$ cat src/rtl/inst_mem_loader.sv
// inst_mem_loader
//   Writer side of the instruction-memory interface. Receives a framed
//   program image as a byte stream, assembles little-endian 32-bit words,
//   writes them to word-aligned byte addresses and verifies an XOR checksum.
//   The CPU is held (cpu_hold=1) until a complete, verified image is loaded.
//
//   Frame: N (4 bytes, LE, in words), 4*N payload bytes (LSB first per word),
//          1 checksum byte = XOR of all payload bytes.
//
// Ports
//   clk         rising-edge clock
//   reset       synchronous, active-high
//   start       begin a load (honoured only in IDLE, DONE, ERROR)
//   byte_valid  byte_data carries a byte this cycle
//   byte_data   stream byte
//   byte_ready  loader accepts a byte this cycle (transfer = valid & ready)
//   mem_we      one-cycle instruction-memory write strobe
//   mem_addr    word-aligned byte address of the write
//   mem_wdata   assembled instruction word
//   cpu_hold    keep the CPU in reset; low only when the image is verified
//   done        image loaded and checksum matched
//   err         length overflow or checksum mismatch
//   word_count  words written so far in the current load
module inst_mem_loader #(
  parameter int MAX_WORDS = 1024,
  parameter int CNT_W     = 11
) (
  input  logic             clk,
  input  logic             reset,
  input  logic             start,
  input  logic             byte_valid,
  input  logic [7:0]       byte_data,
  output logic             byte_ready,
  output logic             mem_we,
  output logic [31:0]      mem_addr,
  output logic [31:0]      mem_wdata,
  output logic             cpu_hold,
  output logic             done,
  output logic             err,
  output logic [CNT_W-1:0] word_count
);

  typedef enum logic [2:0] {
    S_IDLE  = 3'd0,
    S_LEN   = 3'd1,
    S_DATA  = 3'd2,
    S_WRITE = 3'd3,
    S_CHECK = 3'd4,
    S_DONE  = 3'd5,
    S_ERROR = 3'd6
  } state_t;

  localparam logic [31:0] MAX_LEN = 32'(MAX_WORDS);

  // Running XOR checksum step.
  function automatic logic [7:0] csum_next(input logic [7:0] acc, input logic [7:0] b);
    return acc ^ b;
  endfunction

  state_t           state_r;
  state_t           next_state_s;
  logic [1:0]       byte_cnt_r;
  logic [31:0]      len_r;
  logic [23:0]      word_r;
  logic [7:0]       csum_r;
  logic [CNT_W-1:0] word_count_r;
  logic [31:0]      mem_addr_r;
  logic [31:0]      mem_wdata_r;
  logic             byte_ready_r;
  logic             mem_we_r;
  logic             cpu_hold_r;
  logic             done_r;
  logic             err_r;

  logic             xfer_s;
  logic             last_byte_s;
  logic             start_ok_s;
  logic [31:0]      len_full_s;
  logic [31:0]      next_count_s;
  logic             byte_ready_s;
  logic             mem_we_s;
  logic             cpu_hold_s;
  logic             done_s;
  logic             err_s;

  assign xfer_s       = byte_valid & byte_ready_r;
  assign last_byte_s  = (byte_cnt_r == 2'd3);
  assign start_ok_s   = start & ((state_r == S_IDLE) | (state_r == S_DONE) | (state_r == S_ERROR));
  // Length as it stands once the 4th (most significant) length byte arrives.
  assign len_full_s   = {byte_data, len_r[23:0]};
  assign next_count_s = 32'(word_count_r) + 32'd1;

  // State register.
  always_ff @(posedge clk) begin
    if (reset) begin
      state_r <= S_IDLE;
    end else begin
      state_r <= next_state_s;
    end
  end

  // Next-state logic.
  always_comb begin
    next_state_s = state_r;
    case (state_r)
      S_IDLE, S_DONE, S_ERROR: begin
        if (start) begin
          next_state_s = S_LEN;
        end else begin
          next_state_s = state_r;
        end
      end
      S_LEN: begin
        if (xfer_s && last_byte_s) begin
          if (len_full_s > MAX_LEN) begin
            next_state_s = S_ERROR;
          end else if (len_full_s == 32'd0) begin
            next_state_s = S_CHECK;
          end else begin
            next_state_s = S_DATA;
          end
        end else begin
          next_state_s = S_LEN;
        end
      end
      S_DATA: begin
        if (xfer_s && last_byte_s) begin
          next_state_s = S_WRITE;
        end else begin
          next_state_s = S_DATA;
        end
      end
      S_WRITE: begin
        if (next_count_s == len_r) begin
          next_state_s = S_CHECK;
        end else begin
          next_state_s = S_DATA;
        end
      end
      S_CHECK: begin
        if (xfer_s) begin
          if (byte_data == csum_r) begin
            next_state_s = S_DONE;
          end else begin
            next_state_s = S_ERROR;
          end
        end else begin
          next_state_s = S_CHECK;
        end
      end
      default: next_state_s = S_IDLE;
    endcase
  end

  // Output decode from the next state so the registered outputs line up
  // with the state they describe.
  always_comb begin
    byte_ready_s = 1'b0;
    mem_we_s     = 1'b0;
    cpu_hold_s   = 1'b1;
    done_s       = 1'b0;
    err_s        = 1'b0;
    case (next_state_s)
      S_LEN, S_DATA, S_CHECK: byte_ready_s = 1'b1;
      S_WRITE:                mem_we_s     = 1'b1;
      S_DONE: begin
        done_s     = 1'b1;
        cpu_hold_s = 1'b0;
      end
      S_ERROR:                err_s        = 1'b1;
      default:                byte_ready_s = 1'b0;
    endcase
  end

  // Output registers.
  always_ff @(posedge clk) begin
    if (reset) begin
      byte_ready_r <= 1'b0;
      mem_we_r     <= 1'b0;
      cpu_hold_r   <= 1'b1;
      done_r       <= 1'b0;
      err_r        <= 1'b0;
    end else begin
      byte_ready_r <= byte_ready_s;
      mem_we_r     <= mem_we_s;
      cpu_hold_r   <= cpu_hold_s;
      done_r       <= done_s;
      err_r        <= err_s;
    end
  end

  // Datapath: length capture, word assembly, checksum and word counter.
  // The write address/data are latched with the 4th byte of each word and
  // then held until the next word completes.
  always_ff @(posedge clk) begin
    if (reset) begin
      byte_cnt_r   <= 2'd0;
      len_r        <= 32'd0;
      word_r       <= 24'd0;
      csum_r       <= 8'd0;
      word_count_r <= {CNT_W{1'b0}};
      mem_addr_r   <= 32'd0;
      mem_wdata_r  <= 32'd0;
    end else if (start_ok_s) begin
      byte_cnt_r   <= 2'd0;
      len_r        <= 32'd0;
      csum_r       <= 8'd0;
      word_count_r <= {CNT_W{1'b0}};
    end else begin
      case (state_r)
        S_LEN: begin
          if (xfer_s) begin
            byte_cnt_r <= byte_cnt_r + 2'd1;
            case (byte_cnt_r)
              2'd0:    len_r[7:0]   <= byte_data;
              2'd1:    len_r[15:8]  <= byte_data;
              2'd2:    len_r[23:16] <= byte_data;
              default: len_r[31:24] <= byte_data;
            endcase
          end
        end
        S_DATA: begin
          if (xfer_s) begin
            byte_cnt_r <= byte_cnt_r + 2'd1;
            csum_r     <= csum_next(csum_r, byte_data);
            case (byte_cnt_r)
              2'd0:    word_r[7:0]   <= byte_data;
              2'd1:    word_r[15:8]  <= byte_data;
              2'd2:    word_r[23:16] <= byte_data;
              default: begin
                mem_wdata_r <= {byte_data, word_r};
                mem_addr_r  <= {{(30-CNT_W){1'b0}}, word_count_r, 2'b00};
              end
            endcase
          end
        end
        S_WRITE: word_count_r <= word_count_r + {{(CNT_W-1){1'b0}}, 1'b1};
        default: byte_cnt_r <= byte_cnt_r;
      endcase
    end
  end

  assign byte_ready = byte_ready_r;
  assign mem_we     = mem_we_r;
  assign mem_addr   = mem_addr_r;
  assign mem_wdata  = mem_wdata_r;
  assign cpu_hold   = cpu_hold_r;
  assign done       = done_r;
  assign err        = err_r;
  assign word_count = word_count_r;

endmodule

$ cat config.mk
export PLATFORM = sky130hd
export DESIGN_NAME = inst_mem_loader
export DESIGN_NICKNAME = d
export VERILOG_FILES = /design/src/rtl/inst_mem_loader.sv
export SDC_FILE = /design/constraint.sdc
export NUM_CORES = 1
export LEC_CHECK = 0
export CAP_MARGIN = 30
export CORE_AREA = 4 4 108 110
export DETAILED_ROUTE_END_ITERATION = 10
export DIE_AREA = 0 0 112 114
export GPL_TIMING_DRIVEN = 0
export HOLD_SLACK_MARGIN = 0.02
export PLACE_DENSITY_LB_ADDON = 0.1
export SYNTH_ARGS = -nofsm -noshare
export SYNTH_HDL_FRONTEND = slang
export SYNTH_SLANG_ARGS = --single-unit
export TNS_END_PERCENT = 1
$ cat constraint.sdc
create_clock -name clk -period 3.3 [get_ports clk]
set_input_delay 0.33 -clock clk [delete_from_list [all_inputs] [get_ports clk]]
set_output_delay 0.33 -clock clk [all_outputs]
set_load 0.005 [all_outputs]
=== Word level (Yosys, flattened, before mapping) ===
Cells that the tools add are included.

* Register bits: 128
* Input port bits: 12
* Output and inout port bits: 80
* Logic and storage cells: 79

* $add $sub $neg: 3
* Magnitude comparators: 1
* Equal/unequal tests: 17
* Muxes and demuxes: 14
* Bitwise gates (word level): 7
* Reductions and logical operators: 19

{| class="wikitable"
|+ Operator list
! kind !! number
|-
| 12-bit by 32-bit equality test with 1-bit output || 1
|-
| 32-bit by 11-bit greater-than comparator with 1-bit output, second input constant || 1
|-
| 32-bit logical NOT || 1
|-
| 3-bit equality test, second input constant || 6
|-
| 3-bit 2-to-1 mux || 6
|-
| 4-bit AND reduction || 4
|-
| 3-bit one-hot mux with 5 select lines || 1
|-
| 11-bit by 1-bit adder with 12-bit output, second input constant || 1
|-
| 3-bit by 2-bit equality test with 1-bit output, second input constant || 4
|-
| 3-bit AND reduction || 4
|-
| 11-bit by 1-bit adder with 11-bit output, second input constant || 1
|-
| 3-bit OR reduction || 3
|-
| 8-bit equality test || 1
|-
| 8-bit XOR || 1
|-
| 3-bit by 1-bit equality test with 1-bit output, second input constant || 2
|-
| 1-bit 2-to-1 mux || 6
|-
| 2-bit equality test, second input constant || 2
|-
| 2-bit AND reduction || 2
|-
| 2-bit OR reduction || 2
|-
| 3-bit logical NOT || 1
|-
| 2-bit by 1-bit adder with 2-bit output, second input constant || 1
|-
| 1-bit AND || 2
|-
| 2-bit by 1-bit equality test with 1-bit output, second input constant || 1
|-
| 2-bit logical NOT || 1
|-
| other kinds (4) || 6
|}

=== Logic depth before layout (Yosys ltp) ===
* Depth after elaboration: 8
* Mapped depth: 10
* Mapped depth without buffers: 9

=== Worst setup path before layout ===
No wires, ideal clock.

* Path type: reg2reg
* Start: reg word_count_r[0], in the netlist word_count[0]
* End: reg byte_ready_r, in the netlist byte_ready
* Setup time: 0.115 ns
* Data arrival time: 2.227 ns
* Required time: 3.185 ns
* Slack: 0.958 ns
* Cell stages (with the launch flop): 11
* Path buffers: 1
* Period minus slack after synthesis: 2.342 ns
* Path through: dfxtp_1 ha_1 nand3_2 or2_1 buf_6 or3_4 a21boi_2 nand4_2 o21ai_2 a211oi_1 o21ba_1

* Longest elaborated chain between the ends: 7
* Elaborated cells between the ends (all ways): 9

{| class="wikitable"
|+ Ends and longest elaborated chain
! element !! line !! source
|-
| start: declaration || 66 || <nowiki>logic [CNT_W-1:0] word_count_r;</nowiki>
|-
| start signal: assignment || 201 || <nowiki>word_count_r <= {CNT_W{1'b0}};</nowiki>
|-
| start signal: assignment || 208 || <nowiki>word_count_r <= {CNT_W{1'b0}};</nowiki>
|-
| start signal: assignment || 237 || <nowiki>S_WRITE: word_count_r <= word_count_r + {{(CNT_W-1){1'b0}}, 1'b1};</nowiki>
|-
| 11-bit by 1-bit adder with 12-bit output (*) || 91 || <nowiki>assign next_count_s = 32'(word_count_r) + 32'd1;</nowiki>
|-
| 12-bit by 32-bit equality test with 1-bit output (*) || 134 || <nowiki>if (next_count_s == len_r) begin</nowiki>
|-
| 3-bit 2-to-1 mux (*) || 134 ||
|-
| 3-bit one-hot mux with 5 select lines (*) || 105 || <nowiki>case (state_r)</nowiki>
|-
| 3-bit by 1-bit equality test with 1-bit output (tied with other cells) || 163 || <nowiki>case (next_state_s)</nowiki>
|-
| 3-bit OR reduction (*) || 163 ||
|-
| 1-bit 2-to-1 mux (*) || 163 ||
|-
| end signal: assignment || 184 || <nowiki>byte_ready_r <= byte_ready_s;</nowiki>
|-
| end: declaration || 69 || <nowiki>logic byte_ready_r;</nowiki>
|}

Every way passes the cells marked *; elsewhere a longest branch is shown, timed or not.
A chain may end at the register's enable or synchronous reset.

=== Worst setup path in the final report ===
Same ends and word-level chain as after synthesis.

==> flow_summary_export.csv <==
group,metric,value,unit
run_status,outcome,"finished clean",
setup_path,cp_slowest_cell,"dfxtp_1",
setup_path,cp.required,3.72,ns
yosys,synth_ff_type,"dfxtp_1",
setup_path,cp-end-kind,"register",
global_routing,grt_pass1_wl,24000,um
pwr,power.internal,2.72,mW
drt,dr_wl_met2,6880,um
sta,fin_setup_tns,0,ns
global_routing,first_global_vias,4920,
floorplanning,rows,38,
sta,post-route-period-util,82.4,%
sta,fmax,0.368,GHz
yosys,ys_ff_latch,128,
cts,cts_setup_buffers,0,
pwr,p_per_area,495,nW/um^2
drt,dr.max_layer_used,"met4",
sta,report.final.slew_viol_count,0,
yosys,syn-instance-count,701,
drt,firstDrtPassIters,5,
sta,rsz0062_at_grt,"false",
yosys,synth.cell_area,5580,um^2
floorplanning,dieHeight,114,um
pwr,p_sw_share,22.6,%
worst_hold_path,holdCritPathClass,"primary input to register",
floorplanning,fp.coreArea,10700,um^2
cts,cts_tree,"done",
cts,clock_latency,0.53,ns
setup_path,crit_type,"register to register",
cts,clockBufferDepth,2,
sta,tightest_slew,0.662,ns
place,dpl.hpwl,10500,um
yosys,synthArstFlopShare,0,%
drt,drcViolationCount,0,
pwr,ir_worst_vdd,0.255,mV
cts,ctsRootBufferMaster,"clkbuf_8",
sta,fin_crit,2.72,ns
job,maxCapViolCount,0,
cells_and_area,drive_gt1_share,9.50,%
cts,cts_htree_levels,4,
floorplanning,die_area,12800,um^2
cts,cts_sinks,128,
global_routing,grt.overflow.total,0,
pwr,power.combinational.fraction,4.2,%
cts,cts_buffers,17,
setup_path,start_kind,"register",
sta,hold_viol,0,
yosys,yosys_warnings,0,
global_routing,grt_start_max_net_pins,17,
drt,viasPerCell,5.38,
cells_and_area,final_common_cell,"nand2_1",
cells_and_area,n_antenna_cell,0,
yosys,synth_seq_area_share,46.0,%
global_routing,antenna_found_initial,0,
drt,wl_per_cell,15.3,um
drt,drt-initial-drc-count,342,
floorplanning,start_util,52.1,%
setup_path,crit_path_max_fanout,8,
setup_path,crit_chain,"ha_1 -> nand3_2 -> or2_1 -> buf_6 -> or3_4 -> a21boi_2 -> nand4_2 -> o21ai_2 -> a211oi_1 -> o21ba_1",
cts,ctsResizeCount,0,
setup_path,r2r_slack,0.58,ns
yosys,synth_area_per_cell,7.96,um^2
setup_path,worstPathArrival,3.14,ns
pwr,leakagePower,2.41,nW
floorplanning,die_width,112,um
pwr,power_frac_seq,44.2,%
pwr,p_sw,795,uW
yosys,synth.area.top_cells,"dfxtp_1 46%, nand2_1 11%, a21oi_1 9.6%",
cells_and_area,mostFrequentLayoutCells,"166 x nand2_1, 128 x dfxtp_1, 107 x a21oi_1, 69 x clkdlybuf4s50_1, 54 x nand3_1",
sta,max-slew-margin-rel,55.7,%
cts,cts_hold_buf,0,
pwr,power.total,3.51,mW
yosys,synth_cell_types,53,
cells_and_area,syn_to_final_growth,27.2,%
cts,path_clk_slew,0.06,ns
place,io_buffer_count,69,
yosys,yosysTopAreaCellShare,46.0,%
sta,fin_worst_skew,0.00840,ns
pwr,clkPwrFrac,51.6,%
place,gp_congestion,0.856,
floorplanning,pin_count,92,
drt,wl_met1,6500,um
yosys,synth_edf_count,0,
setup_path,max_stage_delay,0.54,ns
global_routing,track_usage,23.4,%
drt,totalWireLength,14700,um
yosys,yosysTopAreaCell,"dfxtp_1",
cells_and_area,finalNetCount,826,
sta,finalSetupViolCount,0,
drt,dr_wl_met3,1080,um
cells_and_area,fillers,943,
drt,antenna_left,0,
drt,vias,5168,
==> layout make-up <==
cell class	instances	area [um^2]	area share, %
Tap cell	140	175	2.47
Clock inverter	11	131	1.85
Multi-Input combinational cell	515	2680	37.8
Sequential cell	128	2560	36.1
Clock buffer	20	445	6.28
Timing Repair Buffer	69	691	9.74
Inverter	6	22.5	0.317
Buffer	72	383	5.40
==> synthesized netlist by cell type, types with 2 or more instances <==
library cell    n
or2_2           2
xor2_1         16
and3_1          2
o211ai_1        3
nor3_1          8
buf_4          23
o21ai_0        20
nor4_1          9
nor2_1         29
inv_1           6
dfxtp_1       128
nand3_1        54
nand2b_1        5
xnor2_1        20
clkbuf_1       37
a21oi_1       107
nand4_1         8
nor2b_1         3
nand3b_1        2
buf_6           2
buf_2           9
ha_1            5
nand4_2         2
mux2i_1         3
or3_1           5
nand2_1       166
==> path summary, 6_finish.rpt <==
kind	start	to	depth (start not counted)
setup / recovery	word_count[0]	byte_ready	10
hold reg to reg	word_r[0]	mem_wdata[0]	2
setup reg to reg	word_count[0]	byte_ready	10
hold / removal	reset	byte_ready	2
==> registers in the layout, summed over array words and instances (netlist names) <==
signal and cells:
mem_we 1, cpu_hold 1, word_count 11, byte_ready 1, done 1, byte_cnt_r 2, state_r 3, mem_addr 11
mem_wdata 32, len_r 32, err 1, csum_r 8, word_r 24
==> power by group through the flow <==
stage	clock (mW)	combinational [mW]	sequential, mW
after CTS	1.84	0.144	1.55
after global placement	0	0.141	1.59
after detailed placement	0	0.143	1.59
final	1.81	0.146	1.55
after global routing	1.90	0.159	1.55
after floorplan	0	0.0946	1.59
==> cell families after synthesis <==
family | count (synthesis) | synth area share, %
and+or+nand+nor | 304 | 24.6
DFF | 128 | 46.0
other | 1 | 0.0672
buffers and inverters | 78 | 7.27
adders and majority gates | 6 | 1.30
AOI/OAI and AO/OA | 144 | 14.4
muxes | 4 | 0.740
xor gates and xnor gates | 36 | 5.65
==> layer usage <==
layer | track usage [%] | vias up
met2 | 39.6 | 197
li1 | - | 2543
met3 | 6.63 | 27
met5 | 0 | -
met4 | 7.29 | 0
met1 | 29.0 | 2401
==> critical path, delay by kind of cell (launching register included) <==
family / cells / cell delay (ns)
AO/OA/AOI/OAI: 4 / 0.70
AND/OR/NAND/NOR: 4 / 0.89
buffers and inverters: 1 / 0.13
flip-flops: 1 / 0.54
adder cells (fa/ha/maj): 1 / 0.36
==> metrics by stage <==
step                util, %  std cells  hold slack (ns)  cell area [um^2]  setup slack, ns
floorplan                 -        721            0.432              5650            0.958
global placement       60.9        930            0.438              6520            0.372
detailed placement     60.9        930            0.446              6520            0.361
CTS                    66.3        961            0.328              7090            0.591
global route           66.3        961            0.355              7090            0.444
finish                 66.3        961            0.338              7090            0.581
Power figures use the tool's default switching activity.
